$ cat config.mk
export PLATFORM = sky130hd
export DESIGN_NAME = cr_tlvp2_usr_arb_flat
export DESIGN_NICKNAME = d
export VERILOG_FILES = /design/src/rtl/cr_tlvp2_usr_arb_if.sv /design/src/rtl/cr_tlvp2_usr_arb.sv /design/src/flat_wrapper.sv
export SDC_FILE = /design/constraint.sdc
export NUM_CORES = 1
export LEC_CHECK = 0
export BUFFER_PORTS_ARGS = -buffer_cell sky130_fd_sc_hd__buf_2
export CAP_MARGIN = 10
export CORE_AREA = 4 4 176 178
export CTS_CLUSTER_SIZE = 14
export DETAILED_ROUTE_END_ITERATION = 12
export DIE_AREA = 0 0 180 182
export GPL_TIMING_DRIVEN = 0
export SYNTH_ARGS = -nofsm -noshare
export SYNTH_HDL_FRONTEND = slang
export SYNTH_SLANG_ARGS = --single-unit
$ cat constraint.sdc
create_clock -name clk -period 2.65 [get_ports clk]
set_input_delay 0.795 -clock clk [delete_from_list [all_inputs] [get_ports clk]]
set_output_delay 0.795 -clock clk [all_outputs]
set_load 0.01 [all_outputs]
$ cat src/rtl/cr_tlvp2_usr_arb_if.sv
// Bus bundle between the user-TLV requester FIFOs, the usr_ob write port and the arbiter.
// The master side drives FIFO heads and afull, and the slave side (the arbiter) pops and writes.
interface cr_tlvp2_usr_arb_if #(
  parameter int NREQ = 4,
  parameter int PW   = 83
);
  logic [NREQ-1:0]    req_empty;
  logic [NREQ*PW-1:0] req_data;
  logic [NREQ-1:0]    req_sot;
  logic [NREQ-1:0]    req_eot;
  logic [NREQ-1:0]    req_tlast;
  logic [NREQ-1:0]    req_rd;
  logic               usr_afull;
  logic               usr_wen;
  logic [PW-1:0]      usr_wdata;
  logic               usr_sot;
  logic               usr_eot;
  logic               usr_tlast;

  modport master (
    output req_empty, req_data, req_sot, req_eot, req_tlast, usr_afull,
    input  req_rd, usr_wen, usr_wdata, usr_sot, usr_eot, usr_tlast
  );

  modport slave (
    input  req_empty, req_data, req_sot, req_eot, req_tlast, usr_afull,
    output req_rd, usr_wen, usr_wdata, usr_sot, usr_eot, usr_tlast
  );
endinterface

$ cat src/rtl/cr_tlvp2_usr_arb.sv
// Round-robin merge of NREQ user-TLV sources into the usr_ob stream, granting whole TLVs
// (optionally whole frames), draining headless words and counting forwarded TLVs.
module cr_tlvp2_usr_arb #(
  parameter int NREQ       = 4,
  parameter int PW         = 83,
  parameter int FRAME_LOCK = 1
) (
  input  logic                 clk,
  input  logic                 rst_n,
  cr_tlvp2_usr_arb_if.slave    io_bus,
  output logic                 o_err_drop,
  output logic                 o_err_sot,
  output logic [15:0]          o_tlv_cnt
);
  localparam int GW = $clog2(NREQ);

  typedef enum logic {IDLE, BUSY} state_t;

  state_t          r_state;
  state_t          w_state_nxt;
  logic [GW-1:0]   r_rr_ptr;
  logic [GW-1:0]   r_gnt;
  logic            r_lock;
  logic            r_first;
  logic            r_wen;
  logic [PW-1:0]   r_wdata;
  logic            r_sot;
  logic            r_eot;
  logic            r_tlast;
  logic            r_err_sot;
  logic [15:0]     r_tlv_cnt;

  logic [NREQ-1:0] w_elig;
  logic [GW:0]     w_idx;
  logic [GW-1:0]   w_pick;
  logic            w_pick_vld;
  logic [NREQ-1:0] w_drain_oh;
  logic [NREQ-1:0] w_rd;
  logic            w_err_drop;
  logic            w_pop;
  logic [PW-1:0]   w_g_data;
  logic            w_g_empty;
  logic            w_g_sot;
  logic            w_g_eot;
  logic            w_g_tlast;
  logic [GW-1:0]   w_ptr_nxt;

  always_comb begin
    w_g_data  = '0;
    w_g_empty = 1'b1;
    w_g_sot   = 1'b0;
    w_g_eot   = 1'b0;
    w_g_tlast = 1'b0;
    for (int i = 0; i < NREQ; i++) begin
      if (r_gnt == GW'(i)) begin
        w_g_data  = io_bus.req_data[i*PW +: PW];
        w_g_empty = io_bus.req_empty[i];
        w_g_sot   = io_bus.req_sot[i];
        w_g_eot   = io_bus.req_eot[i];
        w_g_tlast = io_bus.req_tlast[i];
      end
    end
  end

  // While a frame is locked only the locked requester may start a new TLV.
  always_comb begin
    w_elig = '0;
    for (int i = 0; i < NREQ; i++)
      w_elig[i] = ~io_bus.req_empty[i] & io_bus.req_sot[i] & (~r_lock | (r_gnt == GW'(i)));
  end

  // Descending scan so the candidate closest to rr_ptr is the one that sticks.
  always_comb begin
    w_pick     = '0;
    w_pick_vld = 1'b0;
    w_idx      = '0;
    for (int k = NREQ - 1; k >= 0; k--) begin
      w_idx = {1'b0, r_rr_ptr} + (GW+1)'(k);
      if (w_idx >= (GW+1)'(NREQ))
        w_idx = w_idx - (GW+1)'(NREQ);
      if (w_elig[w_idx[GW-1:0]]) begin
        w_pick     = w_idx[GW-1:0];
        w_pick_vld = 1'b1;
      end
    end
  end

  always_comb begin
    w_drain_oh = '0;
    for (int i = NREQ - 1; i >= 0; i--) begin
      if (~io_bus.req_empty[i] & ~io_bus.req_sot[i] & ~(w_pick_vld & (w_pick == GW'(i))))
        w_drain_oh = NREQ'(1) << i;
    end
  end

  always_ff @(posedge clk or negedge rst_n) begin
    if (!rst_n)
      r_state <= IDLE;
    else
      r_state <= w_state_nxt;
  end

  always_comb begin
    w_state_nxt = r_state;
    case (r_state)
      IDLE:    if (w_pick_vld) w_state_nxt = BUSY;
      BUSY:    if (w_pop & w_g_eot) w_state_nxt = IDLE;
      default: w_state_nxt = IDLE;
    endcase
  end

  always_comb begin
    w_rd       = '0;
    w_err_drop = 1'b0;
    if (rst_n) begin
      if (r_state == IDLE) begin
        w_rd       = w_drain_oh;
        w_err_drop = |w_drain_oh;
      end else if (~w_g_empty & ~io_bus.usr_afull) begin
        w_rd = NREQ'(1) << r_gnt;
      end
    end
  end

  assign w_pop     = (r_state == BUSY) & (|w_rd);
  assign w_ptr_nxt = (r_gnt == GW'(NREQ - 1)) ? '0 : r_gnt + 1'b1;

  // Output word, grant bookkeeping and TLV counter all move on the pop edge.
  always_ff @(posedge clk or negedge rst_n) begin
    if (!rst_n) begin
      r_rr_ptr  <= '0;
      r_gnt     <= '0;
      r_lock    <= 1'b0;
      r_first   <= 1'b0;
      r_wen     <= 1'b0;
      r_wdata   <= '0;
      r_sot     <= 1'b0;
      r_eot     <= 1'b0;
      r_tlast   <= 1'b0;
      r_err_sot <= 1'b0;
      r_tlv_cnt <= '0;
    end else begin
      r_wen     <= w_pop;
      r_err_sot <= 1'b0;
      if ((r_state == IDLE) && w_pick_vld) begin
        r_gnt   <= w_pick;
        r_first <= 1'b1;
      end
      if (w_pop) begin
        r_wdata   <= w_g_data;
        r_sot     <= w_g_sot;
        r_eot     <= w_g_eot;
        r_tlast   <= w_g_tlast;
        r_err_sot <= w_g_sot & ~r_first;
        r_first   <= 1'b0;
        if (w_g_eot) begin
          r_rr_ptr  <= w_ptr_nxt;
          r_lock    <= (FRAME_LOCK != 0) & ~w_g_tlast;
          r_tlv_cnt <= r_tlv_cnt + 16'd1;
        end
      end
    end
  end

  assign io_bus.req_rd    = w_rd;
  assign io_bus.usr_wen   = r_wen;
  assign io_bus.usr_wdata = r_wdata;
  assign io_bus.usr_sot   = r_sot;
  assign io_bus.usr_eot   = r_eot;
  assign io_bus.usr_tlast = r_tlast;
  assign o_err_drop       = w_err_drop;
  assign o_err_sot        = r_err_sot;
  assign o_tlv_cnt        = r_tlv_cnt;
endmodule
$ cat src/flat_wrapper.sv
// flat-port wrapper written by rule: the top's interface ports become plain ports
module cr_tlvp2_usr_arb_flat 
#(
  parameter int NREQ       = 4,
  parameter int PW         = 83,
  parameter int FRAME_LOCK = 1
)
  (clk, rst_n, o_err_drop, o_err_sot, o_tlv_cnt, io_bus_req_empty, io_bus_req_data, io_bus_req_sot, io_bus_req_eot, io_bus_req_tlast, io_bus_usr_afull, io_bus_req_rd, io_bus_usr_wen, io_bus_usr_wdata, io_bus_usr_sot, io_bus_usr_eot, io_bus_usr_tlast);
  cr_tlvp2_usr_arb_if #(.NREQ(NREQ), .PW(PW)) io_bus_i ();
  input  logic clk;
  input  logic rst_n;
  output logic o_err_drop;
  output logic o_err_sot;
  output logic [15:0] o_tlv_cnt;
  input wire logic [$bits(io_bus_i.req_empty)-1:0] io_bus_req_empty;
  input wire logic [$bits(io_bus_i.req_data)-1:0] io_bus_req_data;
  input wire logic [$bits(io_bus_i.req_sot)-1:0] io_bus_req_sot;
  input wire logic [$bits(io_bus_i.req_eot)-1:0] io_bus_req_eot;
  input wire logic [$bits(io_bus_i.req_tlast)-1:0] io_bus_req_tlast;
  input wire logic [$bits(io_bus_i.usr_afull)-1:0] io_bus_usr_afull;
  output wire logic [$bits(io_bus_i.req_rd)-1:0] io_bus_req_rd;
  output wire logic [$bits(io_bus_i.usr_wen)-1:0] io_bus_usr_wen;
  output wire logic [$bits(io_bus_i.usr_wdata)-1:0] io_bus_usr_wdata;
  output wire logic [$bits(io_bus_i.usr_sot)-1:0] io_bus_usr_sot;
  output wire logic [$bits(io_bus_i.usr_eot)-1:0] io_bus_usr_eot;
  output wire logic [$bits(io_bus_i.usr_tlast)-1:0] io_bus_usr_tlast;
  assign io_bus_i.req_empty = io_bus_req_empty;
  assign io_bus_i.req_data = io_bus_req_data;
  assign io_bus_i.req_sot = io_bus_req_sot;
  assign io_bus_i.req_eot = io_bus_req_eot;
  assign io_bus_i.req_tlast = io_bus_req_tlast;
  assign io_bus_i.usr_afull = io_bus_usr_afull;
  assign io_bus_req_rd = io_bus_i.req_rd;
  assign io_bus_usr_wen = io_bus_i.usr_wen;
  assign io_bus_usr_wdata = io_bus_i.usr_wdata;
  assign io_bus_usr_sot = io_bus_i.usr_sot;
  assign io_bus_usr_eot = io_bus_i.usr_eot;
  assign io_bus_usr_tlast = io_bus_i.usr_tlast;
  cr_tlvp2_usr_arb #(.NREQ(NREQ), .PW(PW), .FRAME_LOCK(FRAME_LOCK)) u_core (.clk(clk), .rst_n(rst_n), .io_bus(io_bus_i), .o_err_drop(o_err_drop), .o_err_sot(o_err_sot), .o_tlv_cnt(o_tlv_cnt));
endmodule
After elaboration in Yosys (flattened, before gate mapping)
Index checks and enable logic that the tools add are counted.

Bits in registers: 111. Bits of input ports: 351. Output and inout port bits: 109. Logic and storage cells: 145.

Add/sub/neg operators: 9. Magnitude comparators: 8. Equality and inequality tests: 6. Shift-type cells: 1. Muxes and demuxes: 56. Bitwise logic cells: 46. Reduce and logical (&&, ||, !) cells: 7.

Operator list (count): 2-to-1 mux 83 bit (4); 2-to-1 mux 1 bit (31); 2-to-1 mux 4 bit (7); AND 1 bit (24); 2-to-1 mux 2 bit (9); inverter 1 bit (18); adder 16 x 1 -> 16 bit (second input constant) (1); < comparator 2 x 3 -> 1 bit (second input constant) (4); greater-or-equal comparator 3 bit (second input constant) (3); binary-select mux 1 bit (select 2 bit) (4); equality test 2 bit (second input constant) (4); OR reduction 4 bit (2); subtractor 2 x 1 -> 2 bit (second input constant) (4); adder 2 x 2 -> 3 bit (second input constant) (2); equality test 2 x 1 -> 1 bit (second input constant) (2); logical NOT 2 bit (2); OR 1 bit (4); << shifter 1 x 2 -> 4 bit (first input constant) (1); adder 2 x 1 -> 3 bit (second input constant) (1); greater-or-equal comparator 2 x 3 -> 1 bit (second input constant) (1); adder 2 x 1 -> 2 bit (second input constant) (1); one-hot mux 1 bit (2 select lines) (1); AND reduction 2 bit (1); nonzero test 2 bit (1); logical AND 1 bit (1).

Depth between registers and ports, before layout
Depth in word-level cells: 24. Mapped depth: 10. Depth with buffers taken out: 8.

Worst setup path after synthesis
OpenSTA, ideal clock, no wires.

Path type: register -> output. Start: reg u_core.r_gnt[1]. End: out io_bus_req_rd[1]. Arrival: 1.842 ns. Required time: 1.855 ns. Slack: 0.013 ns. Cell stages (with the launch flop): 8. Buffers on the path: 3. Cells stage by stage: dfrtp_1 > inv_1 > ha_1 > clkbuf_1 > clkbuf_1 > clkbuf_1 > nand3_1 > a21boi_0.

Longest elaborated chain between the ends: 18. Elaborated cells between the ends (all ways): 53. Those cells by class: 5 x eq/ne; 1 x shift; 26 x mux; 19 x bitwise; 2 x reduce/logical.

RTL lines: from (decl) (line cr_tlvp2_usr_arb.sv:22) `logic [GW-1:0] r_gnt;`; from (signal assigned) (line cr_tlvp2_usr_arb.sv:146) `r_gnt <= w_pick;`; equality test 2 x 1 -> 1 bit, or another cell as far along (line cr_tlvp2_usr_arb.sv:55, cr_tlvp2_usr_arb.sv:69); OR 1 bit (line cr_tlvp2_usr_arb.sv:69) `w_elig[i] = ~io_bus.req_empty[i] & io_bus.req_sot[i] & (~r_lock | (r_gnt == GW'(i)));`; AND 1 bit (line cr_tlvp2_usr_arb.sv:69); binary-select mux 1 bit (select 2 bit) (line cr_tlvp2_usr_arb.sv:81) `if (w_elig[w_idx[GW-1:0]]) begin`; 2-to-1 mux 1 bit (not written as such) (line cr_tlvp2_usr_arb.sv:81); 2-to-1 mux 2 bit (4 in series) (line cr_tlvp2_usr_arb.sv:81); equality test 2 bit (line cr_tlvp2_usr_arb.sv:91) `if (~io_bus.req_empty[i] & ~io_bus.req_sot[i] & ~(w_pick_vld & (w_pick == GW'(i))))`; AND 1 bit (line cr_tlvp2_usr_arb.sv:91); inverter 1 bit (line cr_tlvp2_usr_arb.sv:91); AND 1 bit (line cr_tlvp2_usr_arb.sv:91); 2-to-1 mux 4 bit (3 in series) (line cr_tlvp2_usr_arb.sv:91); 2-to-1 mux 4 bit * (line cr_tlvp2_usr_arb.sv:116) `if (r_state == IDLE) begin`; 2-to-1 mux 4 bit * (line cr_tlvp2_usr_arb.sv:115) `if (rst_n) begin`; to (decl) (line flat_wrapper.sv:21) `output wire logic [$bits(io_bus_i.req_rd)-1:0] io_bus_req_rd;`.

Mark *: on every way between the ends. The rest lies on a longest branch, timed or not. The select of a mux whose other input is x is not followed.

Worst setup path in the final report
Start: reg u_core.r_gnt[0]. End: out io_bus_req_rd[1].

Same word-level chain as after synthesis.

==> results.cfg <==
[run_status]
status = complete, but fails checks
failed_checks = negative setup slack

[synthesis]
yosys_warnings = 0
synth_area_mm2 = 0.00691
synth_ff_type = dfrtp_1
ys_seq_elements = 111
synth_cell_types = 45
synthArstFlopShare = 1.00
synth_nets = 1188
ys_seq_area_frac = 0.402
synth_edf_count = 0
synth_cells = 832
avgSynthCellArea_um2 = 8.31

[critical_path]
r2r-start = u_core.r_gnt[0]
cp_cell_sequence = buf_4 -> ha_4 -> nor3b_2 -> o31a_1 -> nand3_1 -> a21boi_1 -> buf_4
cp_slowest_cell = dfrtp_2
critPathKind = reg -> out
critPathCaptureType = output pin
cpLargestDelayFamily = flip-flops
r2r_cells = 10
cp-start-kind = flop
required_ps = 1860
cpMostUsedCell = buf_4
r2r_end = u_core.r_lock
cpPeakStageDelay_ps = 470
ff2ff_setup_slack_ps = 60
crit_arrival_ps = 1970
worstPathMaxFanout = 4
cp_num_buf_inv = 2

[global_route]
grt_util_met3 = 0.0290
met1_usage = 0.260
first_global_vias = 8474
grt_usage = 0.197
grtUsageMet2 = 0.335
grt-busiest-layer = met2
grt_max_degree = 36
gr-total-overflow = 0
antenna_found_initial = 2
grt_pass1_wl_um = 50500

[sta]
final.period_utilization = 1.04
setup_tns_ps = -245
relSlewSlack = 0.395
post-route-worst-setup-slack_ps = -114
max_freq_mhz = 362
worst_slew_pin_slew_ps = 896
rsz0062_at_grt = yes
min_period_ps = 2760
setup_violations = 3
drv_slew = 0
hold_violations = 0
skew_ps = 18.0

[die]
num_rows = 63
die_h_um = 182
start_util = 0.235
core-area_mm2 = 0.0294
ios = 460
die_area_mm2 = 0.0328
die_x_um = 180

[placement]
pre_cts_ws_ps = -1650
place_congestion = 1.01
portBuffers = 459
dpl.hpwl_um = 26800

[clocking]
cts_root_buffer = clkbuf_16
cts_tree = built
cts_buffers = 9
cts.sinks = 111
clk_pin_slew_ps = 90
insertion_delay_ps = 360
cts_hold_buf = 0
clockBufferDepth = 2
cts_max_level = 3

[cells_and_area]
multiInputGateArea_mm2 = 0.00384
nets = 1679
area_growth_syn_to_layout_pct = 53.7
final_util = 0.361
nFillCells = 3118
final-seq-area_mm2 = 0.00278
drive_above_1_share = 0.421

[run]
maxCapViolCount = 0

[drt]
drt-pass1-iter-count = 5
routed-via-count = 8437
via_per_inst = 4.91
drc = 0
drt_iter0_drc = 475
drtAntennaViolNets = 0
wl_per_cell_um = 20.0
totalWireLength_um = 34300

[power]
ir_drop_mv = 0.318
cellLeakagePower_uw = 0.00521
powerDensity_mw_per_mm2 = 1010

[hold_path]
worstHoldPathType = in -> async
-- metrics by stage --
step	total power, uW	area, um^2	instances	hold WS [ps]
after floorplan	6480	6910	832	410
after global placement	8830	9700	1681	426
after detailed placement	8960	9750	1683	444
after CTS	10900	10600	1712	231
after global routing	11600	10600	1719	232
final	10700	10600	1719	251
-- sequential cells by signal, indices dropped and copies added (netlist names), 2 cells and up --
name / count
u_core.o_tlv_cnt: 16
u_core.r_rr_ptr: 2
u_core.r_gnt: 2
u_core.io_bus.usr_wdata: 83
-- layout by cell type, fill, tap and decap left out, types with 3 or more instances in the layout --
cell	synthesis	final
o21ai_0	71	71
a21oi_1	90	90
a221oi_1	85	83
nor2_1	7	7
inv_8	0	3
ha_4	0	4
buf_6	10	9
o21ai_1	20	20
buf_2	1	455
nor3_1	92	92
clkinv_8	0	3
xnor2_1	6	6
bufbuf_16	0	4
nor4_1	6	6
nor3b_1	6	5
mux2_2	3	3
buf_4	2	24
nand4_1	6	6
nor2b_1	95	94
inv_1	5	3
clkbuf_16	0	13
nand3_1	8	8
clkbuf_1	58	38
nand2_1	100	100
xor2_1	9	9
clkbuf_2	4	13
dfrtp_1	111	109
-- how the worst max path moves through the flow --
stage	startpoint	endpoint	slack [ps]	cells after the start
floorplan	u_core.r_gnt[1]	io_bus_req_rd[1]	10	7
CTS	u_core.r_gnt[0]	io_bus_req_rd[2]	-130	8
global placement	rst_n	u_core.o_tlv_cnt[15]	-2280	8
global route	u_core.r_gnt[0]	io_bus_req_rd[0]	-210	7
finish	u_core.r_gnt[0]	io_bus_req_rd[1]	-110	7
detailed placement	u_core.r_gnt[0]	io_bus_req_rd[2]	-1650	8
-- routing by layer --
metal  part of all wire  vias up
met5            0.00038        -
met4              0.021        2
met3              0.054       49
met2               0.49      356
met1               0.43     3991
li1                   -     4039
-- logic make-up (layout without fill, tap and decap cells) --
| family | after synthesis | in the layout | share of synthesized area |
|---|---|---|---|
| multiplexers | 5 | 5 | 0.00778 |
| AND/OR/NAND/NOR | 331 | 331 | 0.246 |
| flip-flops | 111 | 111 | 0.402 |
| AO/OA/AOI/OAI | 280 | 280 | 0.257 |
| buffers and inverters | 85 | 581 | 0.0590 |
| adder cells (fa/ha/maj) | 5 | 5 | 0.00905 |
| other | 0 | 1 | 0 |
| XOR/XNOR | 15 | 15 | 0.0190 |
-- Yosys cell counts, types with 2 or more instances --
cell type,instances,area [um^2]
a21oi_1,90,450
a221oi_1,85,744
a31oi_1,2,12.5
buf_1,4,15.0
buf_4,2,15.0
buf_6,10,113
clkbuf_1,58,218
clkbuf_2,4,20.0
dfrtp_1,111,2780
ha_1,5,62.6
inv_1,5,18.8
mux2_2,3,33.8
mux2i_1,2,20.0
nand2_1,100,375
nand3_1,8,40.0
nand4_1,6,37.5
nor2_1,7,26.3
nor2b_1,95,594
nor3_1,92,460
nor3b_1,6,45.0
nor4_1,6,37.5
nor4bb_1,2,20.0
o21ai_0,71,355
o21ai_1,20,100
o31a_1,2,17.5
o41ai_1,2,17.5
or2_2,3,18.8
xnor2_1,6,52.6
xor2_1,9,78.8
-- area by class of cell --
| class | count | area share |
|---|---|---|
| Clock buffer | 9 | 0.0212 |
| Timing Repair Buffer | 484 | 0.250 |
| Buffer | 75 | 0.0484 |
| Multi-Input combinational cell | 636 | 0.362 |
| Clock inverter | 7 | 0.00860 |
| Antenna cell | 1 | 0.000236 |
| Sequential cell | 111 | 0.262 |
| Inverter | 6 | 0.00236 |
| Tap cell | 390 | 0.0459 |
-- repair_timing --
item                       in CTS  in global routing
setup endpoints to repair     114                 58
cloned                          4                  0
pin swaps                       6                  4
setup buffers                  11                  8
gates resized for setup        66                 16
-- report_power, final --
| part | internal [uW] | switching [uW] |
|---|---|---|
| clock | 686 | 746 |
| sequential | 2350 | 384 |
| combinational | 2730 | 3850 |
(Power assumes the default switching activity.)
